<file path="config.mk">
export PLATFORM = sky130hd
export DESIGN_NAME = reset_release_sequencer
export DESIGN_NICKNAME = d
export VERILOG_FILES = /design/src/rtl/rst_seq_pkg.sv /design/src/rtl/rst_seq_mux2.sv /design/src/rtl/rst_seq_timer.sv /design/src/rtl/reset_release_sequencer.sv
export SDC_FILE = /design/constraint.sdc
export NUM_CORES = 1
export LEC_CHECK = 0
export BUFFER_PORTS_ARGS = -buffer_cell sky130_fd_sc_hd__buf_2
export CORE_MARGIN = 10
export CORE_UTILIZATION = 55
export CTS_CLUSTER_SIZE = 12
export DETAILED_ROUTE_END_ITERATION = 6
export PLACE_DENSITY_LB_ADDON = 0.15
export SETUP_SLACK_MARGIN = 0.1
export SYNTH_ARGS = -nofsm -noshare
export SYNTH_HDL_FRONTEND = slang
export SYNTH_SLANG_ARGS = --single-unit
</file>
<file path="constraint.sdc">
create_clock -name sysclk -period 3.8 [get_ports sysclk]
set_input_delay 0.38 -clock sysclk [delete_from_list [all_inputs] [get_ports sysclk]]
set_output_delay 0.38 -clock sysclk [all_outputs]
set_load 0.01 [all_outputs]
</file>
<file path="src/rtl/rst_seq_pkg.sv">
// -----------------------------------------------------------------------------
// rst_seq_pkg
// Shared definitions for the reset release sequencer:
//   - seq_state_t    : sequencer FSM state encoding (3 bits)
//   - DLY_W          : width of the shared delay/timeout counter
//   - DEF_*          : default values for the sequencer parameters
// Optional feature macro used by the importing files: RST_SEQ_TIMEOUT_EN
// -----------------------------------------------------------------------------
package rst_seq_pkg;

    typedef enum logic [2:0] {
        ST_IDLE     = 3'd0,
        ST_DELAY    = 3'd1,
        ST_WAIT_ACK = 3'd2,
        ST_DONE     = 3'd3,
        ST_ERR      = 3'd4
    } seq_state_t;

    localparam int DLY_W          = 8;
    localparam int DEF_NUM_STAGES = 4;
    localparam int DEF_STAGE_DLY  = 16;
    localparam int DEF_TIMEOUT    = 255;

endpackage : rst_seq_pkg

</file>
<file path="src/rtl/rst_seq_mux2.sv">
// -----------------------------------------------------------------------------
// rst_seq_mux2
// Single-bit MUX2 cell used for the scan bypass of each reset output. It is
// kept as a discrete cell so the reset path stays a known, controllable gate
// in test mode rather than being merged into surrounding logic.
// Ports:
//   i_a    in   selected when i_sel = 0
//   i_b    in   selected when i_sel = 1
//   i_sel  in   select
//   o_y    out  mux output
// -----------------------------------------------------------------------------
module rst_seq_mux2 (
    input  logic i_a,
    input  logic i_b,
    input  logic i_sel,
    output logic o_y
);

    assign o_y = i_sel ? i_b : i_a;

endmodule : rst_seq_mux2

</file>
<file path="src/rtl/rst_seq_timer.sv">
// -----------------------------------------------------------------------------
// rst_seq_timer
// 8-bit load/clear/increment counter with a terminal-count flag. The
// sequencer shares one instance between its settle delay and its
// acknowledge timeout by switching the terminal value.
// Ports:
//   sysclk             in   clock
//   I_reset_event_rstn in   asynchronous active-low reset
//   i_clear            in   synchronous clear (highest priority)
//   i_load             in   synchronous load of i_load_val
//   i_load_val         in   DLY_W load value
//   i_inc              in   increment enable
//   i_tc_val           in   DLY_W terminal-count value
//   o_tc               out  count equals i_tc_val
// -----------------------------------------------------------------------------
module rst_seq_timer
    import rst_seq_pkg::*;
(
    input  logic             sysclk,
    input  logic             I_reset_event_rstn,
    input  logic             i_clear,
    input  logic             i_load,
    input  logic [DLY_W-1:0] i_load_val,
    input  logic             i_inc,
    input  logic [DLY_W-1:0] i_tc_val,
    output logic             o_tc
);

    logic [DLY_W-1:0] r_count;

    // Clear wins over load, load wins over increment.
    always_ff @(posedge sysclk or negedge I_reset_event_rstn) begin
        if (!I_reset_event_rstn) begin
            r_count <= '0;
        end else if (i_clear) begin
            r_count <= '0;
        end else if (i_load) begin
            r_count <= i_load_val;
        end else if (i_inc) begin
            r_count <= r_count + DLY_W'(1);
        end
    end

    assign o_tc = (r_count == i_tc_val);

endmodule : rst_seq_timer

</file>
<file path="src/rtl/reset_release_sequencer.sv">
// -----------------------------------------------------------------------------
// reset_release_sequencer
// Releases NUM_STAGES downstream reset domains one at a time after the
// reset-event reset deasserts. Each stage is released STAGE_DLY edges after
// the previous stage acknowledged (or after reset release for stage 0), and
// the next stage waits for the current stage's acknowledge. A rerun request
// in DONE/ERR drops all stages and restarts the sequence. In scan test mode
// every reset output is driven by ATPG_RSTN through a MUX2 cell.
//
// Optional feature macro: RST_SEQ_TIMEOUT_EN
//   defined   : WAIT_ACK times out after TIMEOUT, entering ERR and reporting
//               seq_err / err_stage
//   undefined : WAIT_ACK waits indefinitely, seq_err / err_stage tied to 0
//
// Ports:
//   sysclk             in   system clock
//   I_reset_event_rstn in   asynchronous active-low reset
//   ATPG_TM            in   scan test mode
//   ATPG_RSTN          in   scan reset, drives all outputs when ATPG_TM=1
//   stage_ack          in   NUM_STAGES per-stage acknowledge
//   sw_rerun           in   single-cycle rerun request
//   stage_rstn         out  NUM_STAGES sequenced active-low resets
//   seq_done           out  all stages released and acknowledged
//   seq_err            out  acknowledge timeout occurred
//   err_stage          out  STG_W index of the timed-out stage
// -----------------------------------------------------------------------------
module reset_release_sequencer
    import rst_seq_pkg::*;
#(
    parameter int NUM_STAGES = DEF_NUM_STAGES,
    parameter int STAGE_DLY  = DEF_STAGE_DLY,
    parameter int TIMEOUT    = DEF_TIMEOUT,
    parameter int STG_W      = $clog2(NUM_STAGES)
) (
    input  logic                  sysclk,
    input  logic                  I_reset_event_rstn,
    input  logic                  ATPG_TM,
    input  logic                  ATPG_RSTN,
    input  logic [NUM_STAGES-1:0] stage_ack,
    input  logic                  sw_rerun,
    output logic [NUM_STAGES-1:0] stage_rstn,
    output logic                  seq_done,
    output logic                  seq_err,
    output logic [STG_W-1:0]      err_stage
);

    seq_state_t            r_state;
    logic [STG_W-1:0]      r_k;
    logic [NUM_STAGES-1:0] r_stage_rstn;
    logic                  r_seq_done;

    logic                  w_ack_k;
    logic                  w_last;
    logic                  w_tc;
    logic                  w_clear;
    logic                  w_inc;
    logic [DLY_W-1:0]      w_tc_val;

    assign w_ack_k = stage_ack[r_k];
    assign w_last  = (r_k == STG_W'(NUM_STAGES - 1));

    // The shared timer counts the settle delay in DELAY and the acknowledge
    // wait in WAIT_ACK; only the terminal value differs.
    assign w_tc_val = (r_state == ST_WAIT_ACK) ? DLY_W'(TIMEOUT)
                                               : DLY_W'(STAGE_DLY - 1);

    // The counter restarts from zero whenever the FSM leaves a counting
    // state, so every DELAY and WAIT_ACK visit begins at count 0.
    always_comb begin
        w_clear = 1'b0;
        w_inc   = 1'b0;
        case (r_state)
            ST_DELAY: begin
                if (w_tc) w_clear = 1'b1;
                else      w_inc   = 1'b1;
            end
            ST_WAIT_ACK: begin
`ifdef RST_SEQ_TIMEOUT_EN
                if (w_ack_k || w_tc) w_clear = 1'b1;
                else                 w_inc   = 1'b1;
`else
                w_clear = w_ack_k;
`endif
            end
            default: w_clear = 1'b1;
        endcase
    end

    rst_seq_timer u_timer (
        .sysclk             (sysclk),
        .I_reset_event_rstn (I_reset_event_rstn),
        .i_clear            (w_clear),
        .i_load             (1'b0),
        .i_load_val         ('0),
        .i_inc              (w_inc),
        .i_tc_val           (w_tc_val),
        .o_tc               (w_tc)
    );

`ifdef RST_SEQ_TIMEOUT_EN
    logic             r_seq_err;
    logic [STG_W-1:0] r_err_stage;
`endif

    // Sequencer FSM. Released stages are only ever set here, in index order,
    // and are cleared together on rerun or asynchronously on reset.
    always_ff @(posedge sysclk or negedge I_reset_event_rstn) begin
        if (!I_reset_event_rstn) begin
            r_state      <= ST_IDLE;
            r_k          <= '0;
            r_stage_rstn <= '0;
            r_seq_done   <= 1'b0;
`ifdef RST_SEQ_TIMEOUT_EN
            r_seq_err    <= 1'b0;
            r_err_stage  <= '0;
`endif
        end else begin
            case (r_state)
                ST_IDLE: begin
                    r_state <= ST_DELAY;
                end
                ST_DELAY: begin
                    if (w_tc) begin
                        r_stage_rstn[r_k] <= 1'b1;
                        r_state           <= ST_WAIT_ACK;
                    end
                end
                ST_WAIT_ACK: begin
                    if (w_ack_k) begin
                        if (w_last) begin
                            r_seq_done <= 1'b1;
                            r_state    <= ST_DONE;
                        end else begin
                            r_k     <= r_k + STG_W'(1);
                            r_state <= ST_DELAY;
                        end
                    end
`ifdef RST_SEQ_TIMEOUT_EN
                    else if (w_tc) begin
                        r_seq_err   <= 1'b1;
                        r_err_stage <= r_k;
                        r_state     <= ST_ERR;
                    end
`endif
                end
                ST_DONE, ST_ERR: begin
                    if (sw_rerun) begin
                        r_stage_rstn <= '0;
                        r_seq_done   <= 1'b0;
`ifdef RST_SEQ_TIMEOUT_EN
                        r_seq_err    <= 1'b0;
                        r_err_stage  <= '0;
`endif
                        r_k          <= '0;
                        r_state      <= ST_DELAY;
                    end
                end
                default: begin
                    r_state <= ST_IDLE;
                end
            endcase
        end
    end

    assign seq_done = r_seq_done;

`ifdef RST_SEQ_TIMEOUT_EN
    assign seq_err   = r_seq_err;
    assign err_stage = r_err_stage;
`else
    assign seq_err   = 1'b0;
    assign err_stage = '0;
`endif

    // Scan bypass: one MUX2 cell per reset output.
    for (genvar gi = 0; gi < NUM_STAGES; gi++) begin : g_bypass
        rst_seq_mux2 u_mux (
            .i_a   (r_stage_rstn[gi]),
            .i_b   (ATPG_RSTN),
            .i_sel (ATPG_TM),
            .o_y   (stage_rstn[gi])
        );
    end

endmodule : reset_release_sequencer

</file>
---- Word level (Yosys, flattened, before mapping) ----
Cells that the tools add are included.
word-level totals
  logic and storage cells ................. 62
  bits in registers ....................... 18
  input bits .............................. 9
operators by class
  add/subtract/negate cells ............... 2
  multiplexer cells ....................... 31
  reductions and logical operators ........ 10
  bitwise operators ....................... 1
  $lt $le $gt $ge ......................... 2
  equality and inequality tests ........... 11
operators by type and width
  cell                                                                    number
  8-bit two-way mux                                                       3
  1-bit two-way mux                                                       12
  3-bit one-hot mux with 4 select lines                                   1
  3-bit two-way mux                                                       3
  8-bit by 1-bit adder with 8-bit output (second input constant)          1
  8-bit equality test                                                     1
  2-bit two-way mux                                                       4
  4-bit two-way mux                                                       2
  2-bit != test (second input constant)                                   4
  4-bit one-hot mux with 2 select lines                                   1
  4-bit AND reduction                                                     2
  3-bit by 2-bit equality test with 1-bit output (second input constant)  2
  3-bit AND reduction                                                     2
  2-bit nonzero test                                                      3
  4-bit OR                                                                1
  1-bit one-hot mux with 2 select lines                                   2
  2-bit one-hot mux with 2 select lines                                   1
  3-bit by 1-bit equality test with 1-bit output (second input constant)  1
  3-bit equality test (second input constant)                             1
  3-bit zero test                                                         1
  2-bit by 3-bit < comparator with 1-bit output (second input constant)   1
  2-bit by 1-bit adder with 2-bit output (second input constant)          1
  1-bit binary-select mux with 2-bit select                               1
  1-bit demux with 2-bit select                                           1
  other kinds (5)                                                         5

---- Logic depth before layout (Yosys ltp) ----
Gate-level depths: netlist of the first run.
  depth in word-level cells ............... 7
  gate-level depth with buffers ........... 7

---- Modules after synthesis ----
A second synthesis of the first run with hierarchy kept.
second synthesis, totals
  cell total of the unflattened synthesis .. 131
  area total of the unflattened synthesis .. 1270.0 µm²
modules (own cells, without submodules)
  module                   cells an instance  area an instance (µm²)  sequential area each (µm²)  instances
  reset_release_sequencer  65                 656.9                   225.2                       1
  rst_seq_timer            62                 553.0                   200.2                       1
  rst_seq_mux2             1                  15.0                    0.0                         4

---- Worst setup path after synthesis of the first run ----
Ideal clock, no wire load.
  kind .................................... register to register
  start point ............................. register r_state[0]
  end point ............................... register r_state[0]
  setup time .............................. 79 ps
  slack ................................... 1782 ps
  arrival ................................. 1939 ps
  required time ........................... 3721 ps
  stages on the path, launching flop included .. 7
  cells stage by stage .................... dfrtp_1 > inv_1 > ha_1 > or4_4 > mux2_4 > a21oi_2 > mux2i_1
between the ends
  word-level cells in the longest chain between the ends .. 5
RTL lines
  element                                                    line                                                           source
  start: declaration                                         reset_release_sequencer.sv:47                                  seq_state_t r_state;
  start signal: assignment                                   reset_release_sequencer.sv:109                                 r_state <= ST_IDLE;
  start signal: assignment                                   reset_release_sequencer.sv:120                                 r_state <= ST_DELAY;
  start signal: assignment                                   reset_release_sequencer.sv:125                                 r_state <= ST_WAIT_ACK;
  3-bit by 2-bit equality test with 1-bit output             reset_release_sequencer.sv:64, reset_release_sequencer.sv:118
  8-bit two-way mux                                          reset_release_sequencer.sv:64                                  assign w_tc_val = (r_state == ST_WAIT_ACK) ? DLY_W'(TIMEOUT)
  8-bit equality test                                        rst_seq_timer.sv:44                                            assign o_tc = (r_count == i_tc_val);
  2-bit by 1-bit != test with 1-bit output (no source line)  -
  3-bit AND reduction (no source line)                       -
Parallel ways exist; a longest one is shown, timed or not.
A chain may end at the register's enable or synchronous reset.

---- Worst setup path in the final report of the first run ----
Same ends and word-level chain as after synthesis.

==> results.yml, run 1 <==
logic_synthesis:
  synth-xor-area-share: 0.02154
  avgSynthCellArea_sq_um: 9.312
  synthArstFlopShare: 1.000
  ys_types: 41
  synth-simple-area-share: 0.1590
  syn_inst: 131
  synth_compound_area_frac: 0.2236
  synthMuxAreaShare: 0.06564
  synth_ff_type: "dfrtp_1"
  synth_area_sq_um: 1220
  ys_warn_count: 0
  synth_top_family_by_area: "compound AO/OA/AOI/OAI gates"
  synthAdderAreaFrac: 0.09231
  synth_edf_count: 0
  ys_seq_elements: 17
  ys_seq_area_frac: 0.3487
die:
  dieArea_sq_um: 4502
  core_sq_um: 2042
  die_w_microns: 67.10
  dieHeight_microns: 67.10
  ioPinCount: 17
  start_util: 0.5974
  row_count: 16
pwr:
  p_comb_frac: 0.074
  ir_drop_mv: 0.1399
  p_leak_nw: 0.5789
  internal-power_mw: 0.2301
  finalPower_mw: 0.3052
  power.density_nw_per_um2: 234.8
  p_switching_mw: 0.07516
  swShare: 0.2462
  pwr-share-seq: 0.598
  pwr-share-clk: 0.328
worst_setup_path:
  crit_path_top_delay_cell: "or4_4"
  crit_chain: "inv_1 > ha_1 > or4_4 > mux2_4 > a21oi_2 > mux2i_1"
  endpoint_kind: "flip-flop"
  critical-path-top-delay-family: "simple AND/OR/NAND/NOR gates"
  path_buf_inv: 1
  path_class: "flip-flop to flip-flop"
  cp-start-kind: "flip-flop"
  crit_arrival_ns: 2.39
  critical_path_required_ns: 4.02
  path_max_fanout: 8
  critPathMaxStageDelay_ns: 0.58
timing:
  hold_slack_ns: 0.5167
  hold_violations: 0
  worst_slack_ns: 1.633
  fmax_mhz: 461.5
  finalCritPeriodShare: 0.5702
  drv_slew: 0
  setup_tns_ns: 0
  min_period_ns: 2.167
  finClkSkew_ns: 0.004280
  rsz0062_at_grt: "no"
  setup_viol: 0
clock_tree:
  cts.sinks: 17
  insertion_delay_ns: 0.29
  cts_root_buffer: "clkbuf_4"
  cts.path.max_buffers: 2
  cts_buffers: 3
  cts_resized: 0
  clk_pin_slew_ns: 0.11
  cts-htree-levels: 1
  cts_tree: "yes"
finish:
  syn_to_final_growth_pct: 6.564
  drive_gt1_frac: 0.1844
  fin_util: 0.6366
  antenna_cells: 0
  final_cells: 168
  fillers: 165
  nets: 160
  final_area_sq_um: 1300
place:
  dp_hpwl_microns: 1968
  io_buffers: 13
  dp.cells: 163
  globalplace.congestion: 0.8434
  dp_slack_ns: 1.638
  placed_cell_area_sq_um: 1262
grt:
  track_usage: 0.1269
  gr-total-overflow: 0
  grt_pass1_wl_microns: 4436
  grt_start_max_net_pins: 18
  grt_pass1_vias: 975
  antenna_found_initial: 0
routing:
  route.vias.total: 1013
  drt_iter0_drc: 47
  vias_per_cell: 6.030
  ant_nets: 0
  route.detailed.drc: 0
  drt-total-wl_microns: 2563
  wire_per_inst_microns: 15.26
  first_pass_iters: 4
run:
  maxCapViolCount: 0
run_status:
  outcome: "finished clean"
worst_hold_path:
  hp-class: "input pin to async pin"
## power by group through the flow
stage	Clock, mW	Combinational, mW	Sequential, mW
after floorplan	0	0.0156	0.186
after global placement	0	0.0213	0.186
after detailed placement	0	0.0224	0.186
after CTS	0.104	0.0232	0.183
after global routing	0.110	0.0257	0.183
final	0.100	0.0227	0.183
## Yosys cell counts, drive strengths merged (2+ instances only)
cell / instances / share of area
dfrtp: 17 / 0.35
nand2: 14 / 0.043
inv: 11 / 0.034
a21oi: 9 / 0.040
buf: 9 / 0.049
ha: 9 / 0.092
nor2: 9 / 0.034
o21ai: 7 / 0.032
a211oi: 6 / 0.037
a221o: 4 / 0.033
mux2i: 3 / 0.035
nand3: 3 / 0.012
nand4: 3 / 0.015
a2bb2oi: 2 / 0.019
o221ai: 2 / 0.014
o2bb2ai: 2 / 0.014
or3: 2 / 0.010
xor2: 2 / 0.014
## path summary, 6_finish.rpt
check                                   to  slack (ns)               start  cells after the start
setup / recovery                r_state[0]        1.63          r_state[0]                      6
hold / removal             r_stage_rstn[1]        0.52  I_reset_event_rstn                      2
setup reg to reg                r_state[0]        1.63          r_state[0]                      6
hold reg to reg            r_stage_rstn[0]        0.53     r_stage_rstn[0]                      1
max in group asynchronous           r_k[0]        3.00  I_reset_event_rstn                      2
min in group sysclk               seq_done        0.52            sw_rerun                      4
## kinds of logic (layout without fill, tap and decap cells)
kind of cell / count (synthesis) / after routing
AOI/OAI and AO/OA: 37 / 37
xor gates and xnor gates: 3 / 3
muxes: 5 / 5
buffers and inverters: 21 / 29
other: 1 / 3
DFF: 17 / 17
adders and majority gates: 9 / 9
and+or+nand+nor: 38 / 38
## routing by layer
metal / share of wire / global-route usage
met2: 0.47 / 0.2014
met1: 0.45 / 0.1515
met4: 0.027 / 0.07692
met3: 0.058 / 0.02843
met5: 0 / 0
## sequential cells by signal, indices dropped and copies added (netlist names)
name / flops
r_k: 2
r_stage_rstn: 4
r_state: 2
seq_done: 1
u_timer.r_count: 8
## what timing repair did
item | CTS | global route
setup endpoints to repair | 0 | 0
hold endpoints to repair | 10 | 0
buffers inserted | 0 | 0
hold buffers | 1 | 0
## worst register-to-register path: cells and delay by family (launching register included)
family,cells,cell delay (ns)
AO/OA/AOI/OAI,1,0.20
adder cells (fa/ha/maj),1,0.29
buffers and inverters,1,0.08
flip-flops,1,0.41
multiplexers,2,0.53
AND/OR/NAND/NOR,1,0.58
## cell type report
type / instances / area [sq um] / area share
clock buffer: 3 / 22.52 / 0.01732
inverter: 11 / 41.29 / 0.03176
tap: 27 / 33.78 / 0.02599
timing repair buffer: 14 / 75.07 / 0.05775
multi-input combinational: 95 / 696.9 / 0.5361
sequential: 17 / 425.4 / 0.3272
clock inverter: 1 / 5.005 / 0.003850
## layout by cell type, fill, tap and decap left out, types with 4 or more instances in the layout
cell type  count
dfrtp_1       17
nand2_1       14
buf_2         13
inv_1         11
ha_1           9
a21oi_1        8
nor2_1         8
o21ai_0        6
a211oi_1       6
a221o_1        4
(Power assumes the default switching activity.)
==> run 2: changes to the inputs <==
Clock period 3.8 ns to 2 ns, I/O delays scaled along.
==> run 2 against run 1 <==
Effect of this change:
- final cell count is 2.4% higher
- flip-flop and latch count stayed put
- count of clock-buffer cells in the layout stayed put
- highest routed layer unchanged
- worst setup slack worse by 1.5 ns
- clock power is 90% higher
- global-route usage is 0.47 points lower
==> results.yml, run 2 (synthesized netlist as in run 1, its figures left out) <==
run_status:
  outcome: "finished clean"
timing:
  hold_violations: 0
  finalCritPeriodShare: 0.9125
  drv_slew: 0
  worst_slack_ns: 0.1749
  finClkSkew_ns: 0.003992
  fmax_mhz: 547.9
  min_period_ns: 1.825
  setup_tns_ns: 0
  rsz0062_at_grt: "no"
  setup_viol: 0
finish:
  largest-register: "u_timer.r_count"
  mostFrequentLayoutCells: "15 x dfrtp_1, 14 x nand2_1, 13 x buf_2"
  fin_util: 0.6685
  syn_to_final_growth_pct: 11.90
  largest_reg_flops: 8
  multi_input_area_sq_um: 725.7
  fillers: 181
  final_cells: 172
  drive_gt1_frac: 0.2552
  antenna_cells: 0
  nets: 164
  final_common_cell: "dfrtp_1"
  register_area_sq_um: 427.9
  reg.largest.list: "u_timer.r_count x8, r_stage_rstn x4"
routing:
  drt-total-wl_microns: 2600
  route.detailed.drc: 0
  drt_iter0_drc: 37
  ant_nets: 0
  route.vias.total: 1013
  first_pass_iters: 4
  wire_per_inst_microns: 15.12
  vias_per_cell: 5.890
place:
  globalplace.congestion: 0.8918
  dp_hpwl_microns: 1998
  dp_slack_ns: 0.05733
  dp.cells: 165
  io_buffers: 13
grt:
  gr-total-overflow: 0
  grt_pass1_wl_microns: 4429
  grt_start_max_net_pins: 18
  grt_pass1_vias: 993
  track_usage: 0.1222
  antenna_found_initial: 0
die:
  row_count: 16
  start_util: 0.5974
  die_w_microns: 67.10
  dieHeight_microns: 67.10
  core_sq_um: 2042
  ioPinCount: 17
  dieArea_sq_um: 4502
clock_tree:
  insertion_delay_ns: 0.29
  cts_buffers: 3
  cts_tree: "yes"
  cts.sinks: 17
  cts.path.max_buffers: 2
  clk_pin_slew_ns: 0.11
  cts-htree-levels: 1
  cts_root_buffer: "clkbuf_4"
worst_setup_path:
  critical_path_required_ns: 2.22
  rr_endpoint: "r_state[0]"
  r2r_cells: 5
  rrSetupSlack_ns: 0.17
  endpoint_kind: "flip-flop"
  cp-start-kind: "flip-flop"
  path_class: "flip-flop to flip-flop"
  rr_startpoint: "r_state[1]"
  crit_arrival_ns: 2.04
  path_max_fanout: 6
pwr:
  p_leak_nw: 0.5789
  finalPower_mw: 0.5806
  ir_drop_mv: 0.4824
  power.density_nw_per_um2: 425.4
worst_hold_path:
  hp-class: "input pin to async pin"
run:
  maxCapViolCount: 0
-- run 2: final cells by class --
class / count / area share
clock inverter: 1 / 0.003666
clock buffer: 3 / 0.01650
timing repair buffer: 18 / 0.07699
tap: 27 / 0.02475
inverter: 11 / 0.03300
sequential: 17 / 0.3135
multi-input combinational: 95 / 0.5316
-- run 2: worst max-delay path, stage by stage (launching register included) --
cell     delay (ns)
dfrtp_2        0.45
ha_4           0.16
or4_4          0.43
mux2_4         0.33
a21oi_4        0.17
mux2i_1        0.21
-- run 2: worst max path at each step --
stage | start | end | slack [ns]
6_report | r_state[1] | r_state[0] | 0.17
4_1_cts | r_state[0] | r_state[0] | 0.16
2_1_floorplan | r_state[0] | r_state[0] | 0.11
5_1_grt | r_state[0] | r_state[0] | 0.09
3_3_place_gp | r_state[0] | r_state[0] | 0.09
3_5_place_dp | r_state[0] | r_stage_rstn[0] | 0.06
-- run 2: power by group --
part	leakage (nW)	total, mW	internal [mW]	switching [mW]
clock network	0.0177	0.190	0.0744	0.116
registers	0.213	0.347	0.345	0.00236
logic	0.348	0.0434	0.0182	0.0252
total	0.579	0.581	0.437	0.143
-- run 2: what timing repair did --
action                                  4_1_cts  5_1_grt
setup buffers                                 2        0
endpoints found under the setup margin       10        3
hold endpoints to repair                     17        0
pin swaps                                     2        1
resized for setup                             1        5
hold buffers                                  1        0
-- run 2: stage by stage --
stage,hold slack [ns],area [sq um]
floorplan,-0.09559,1247
global placement,0.1367,1297
detailed placement,0.1367,1297
CTS,0.3392,1351
global route,0.3621,1365
finish,0.3462,1365
-- run 2: per-layer routing --
metal  track usage  vias up  share of wire
li1              -      501              -
met1        0.1460      491           0.45
met2        0.2133       19           0.49
met3       0.03846        2          0.056
met4       0.01538        0         0.0031
met5             0        -              0
==> run 3: changes to the inputs <==
Settings changed: REMOVE_ABC_BUFFERS from default to 1, SYNTH_HIERARCHICAL from default to 1.
==> run 3 against run 2 <==
Effect of this change:
- design area increased by 15%
- combinational power grew to 24 times the previous value
- flip-flop and latch count is the same
- via count grew 8.1%
- core utilization is 4.3 points higher
- critical endpoint is now u_timer/r_count[5]
- area after synthesis is 4.1% higher
- count of clock-buffer cells in the layout up 1
- register-to-register slack got worse by 0.09 ns
- sequential power grew 83%
- non-clock buffer count rose by 10
==> results.yml, run 3 <==
place:
  globalplace.congestion: 0.8296
  io_buffers: 13
  placed_cell_area_sq_um: 1454
  dp.cells: 189
  dp_hpwl_microns: 2067
logic_synthesis:
  avgSynthCellArea_sq_um: 9.694
  synth_area_leader_cell: "dfrtp_1"
  synth_top_area_frac: 0.3350
  yosysMostFrequentCell: "dfrtp_1"
  ys_seq_elements: 17
  ys_types: 42
  synth_area_leaders: "dfrtp_1 33%, ha_1 8.9%, a22o_1 5.5%"
  synth_ff_type: "dfrtp_1"
  ys_warn_count: 6
  synthArstFlopShare: 1.000
  ys_seq_area_frac: 0.3350
  synth_area_sq_um: 1270
  synth_edf_count: 0
  synth_common_cells: "17 x dfrtp_1, 11 x nand2_1, 9 x ha_1, 9 x nor2_1"
  syn_inst: 131
worst_setup_path:
  rr_startpoint: "r_state[1]"
  crit_chain: "ha_4 > xnor2_1 > nand4_1 > nor2_2 > buf_6 > a221o_2 > buf_12 > a311oi_1"
  cp-start-kind: "flip-flop"
  crit_path_top_delay_cell: "a221o_2"
  path_class: "flip-flop to flip-flop"
  endpoint_kind: "flip-flop"
  critical-path-top-delay-family: "compound AO/OA/AOI/OAI gates"
  path_buf_inv: 2
  critical_path_required_ns: 2.20
  path_max_fanout: 5
  startpoint: "r_state[1]"
  crit_arrival_ns: 2.11
  critPathMaxStageDelay_ns: 0.44
routing:
  drt_iter0_drc: 48
  drt-total-wl_microns: 2785
  route.vias.total: 1095
  first_pass_iters: 4
  wire_per_inst_microns: 13.99
  ant_nets: 0
  vias_per_cell: 5.503
  route.detailed.drc: 0
finish:
  final_cells: 199
  multi_input_area_sq_um: 860.8
  largest-register: "u_timer/r_count"
  final_common_cell: "conb_1"
  reg.largest.list: "u_timer/r_count x8, r_stage_rstn x4"
  drive_gt1_frac: 0.2807
  antenna_cells: 0
  register_area_sq_um: 425.4
  nets: 190
  largest_reg_flops: 8
  final_area_sq_um: 1574
  syn_to_final_growth_pct: 23.94
  fillers: 171
  mostFrequentLayoutCells: "18 x conb_1, 17 x dfrtp_1, 13 x buf_2"
grt:
  track_usage: 0.1199
  grt_start_max_net_pins: 18
  grt_pass1_wl_microns: 4388
  antenna_found_initial: 0
  gr-total-overflow: 0
  grt_pass1_vias: 1009
timing:
  finClkSkew_ns: 0.002357
  finalCritPeriodShare: 0.9554
  setup_tns_ns: 0
  setup_viol: 0
  fmax_mhz: 523.3
  drv_slew: 0
  hold_violations: 0
  min_period_ns: 1.911
  rsz0062_at_grt: "yes"
clock_tree:
  cts.path.max_buffers: 2
  cts_root_buffer: "clkbuf_4"
  cts_tree: "yes"
  cts_buffers: 3
  cts.sinks: 17
  cts-htree-levels: 1
  insertion_delay_ns: 0.28
  clk_pin_slew_ns: 0.10
die:
  ioPinCount: 17
  core_sq_um: 2212
  start_util: 0.5741
  dieHeight_microns: 68.05
  dieArea_sq_um: 4631
  die_w_microns: 68.05
  row_count: 17
worst_hold_path:
  hold_start: "sw_rerun"
  hp-class: "input pin to flip-flop"
pwr:
  ir_drop_mv: 0.8069
  power.density_nw_per_um2: 1173
  p_leak_nw: 0.7282
run:
  maxCapViolCount: 0
run_status:
  outcome: "finished clean"
[run 3: changes by cell type in the layout (fill, tap and decap cells not counted), moves of 4 or more]
cell,before,now
buf_4,4,12
a22o_1,0,8
conb_1,3,18
a211oi_1,6,2
xnor2_1,1,8
a21oi_1,8,3
[run 3: cells by family (layout without fill, tap and decap cells)]
logic type      Yosys count  after routing  synth area share
compound gates           33             33            0.2069
xor+xnor                 12             12           0.08276
fa+ha+maj                 9              9           0.08867
buf+inv                  16             40           0.05813
flops                    17             17            0.3350
mux                       7              7           0.08276
other cells               2             18          0.005914
simple gates             35             35            0.1399
[run 3: per-stage QoR]
stage / setup slack [ns] / util / total power, mW / hold WS, ns
2_1_floorplan: -0.1806 / - / 1.212 / -0.09559
3_3_place_gp: 0.02935 / 0.6572 / 1.447 / 0.1400
3_5_place_dp: -0.07165 / 0.6572 / 1.490 / 0.1434
4_1_cts: 0.1102 / 0.6804 / 1.701 / 0.3368
5_1_grt: 0.04386 / 0.7115 / 1.978 / 0.3343
6_report: 0.08922 / 0.7115 / 1.846 / 0.3408
[run 3: final timing paths]
check / cells past startpoint / end / slack, ns
min in group asynchronous: 2 / u_timer/r_count[5] / 0.36
min reg2reg: 1 / seq_done / 0.53
max reg2reg: 8 / u_timer/r_count[5] / 0.09
max: 8 / u_timer/r_count[5] / 0.09
max in group asynchronous: 2 / r_k[0] / 1.37
min: 3 / seq_done / 0.34
[run 3: report_power, final]
group	switching [mW]	internal, mW
clock	0.108	0.0774
combinational	0.478	0.549
sequential	0.170	0.465
total	0.755	1.09
[run 3: layer usage]
layer | part of all wire | up-vias | global-route usage
li1 | - | 539 | -
met2 | 0.49 | 24 | 0.2000
met1 | 0.46 | 528 | 0.1481
met3 | 0.044 | 4 | 0.02610
met5 | 0 | - | 0
met4 | 0.010 | 0 | 0.04271
[run 3: final cells by class]
type | count | area share
Clock buffer | 4 | 0.01669
Inverter | 8 | 0.01908
Multi-Input combinational cell | 114 | 0.5469
Sequential cell | 17 | 0.2703
Tap cell | 28 | 0.02226
Timing Repair Buffer | 28 | 0.1248
[run 3: worst min-delay path: cells and delay by family]
family	cells	cell delay [ns]
AO/OA/AOI/OAI	1	0.14
buffers and inverters	1	0.10
AND/OR/NAND/NOR	1	0.15
[run 3: timing repair]
item | in CTS | in global routing
endpoints found under the setup margin | 11 | 11
pin swaps | 3 | 4
hold endpoints to repair | 17 | 0
resized for setup | 4 | 6
hold buffers | 1 | 0
setup buffers | 0 | 5
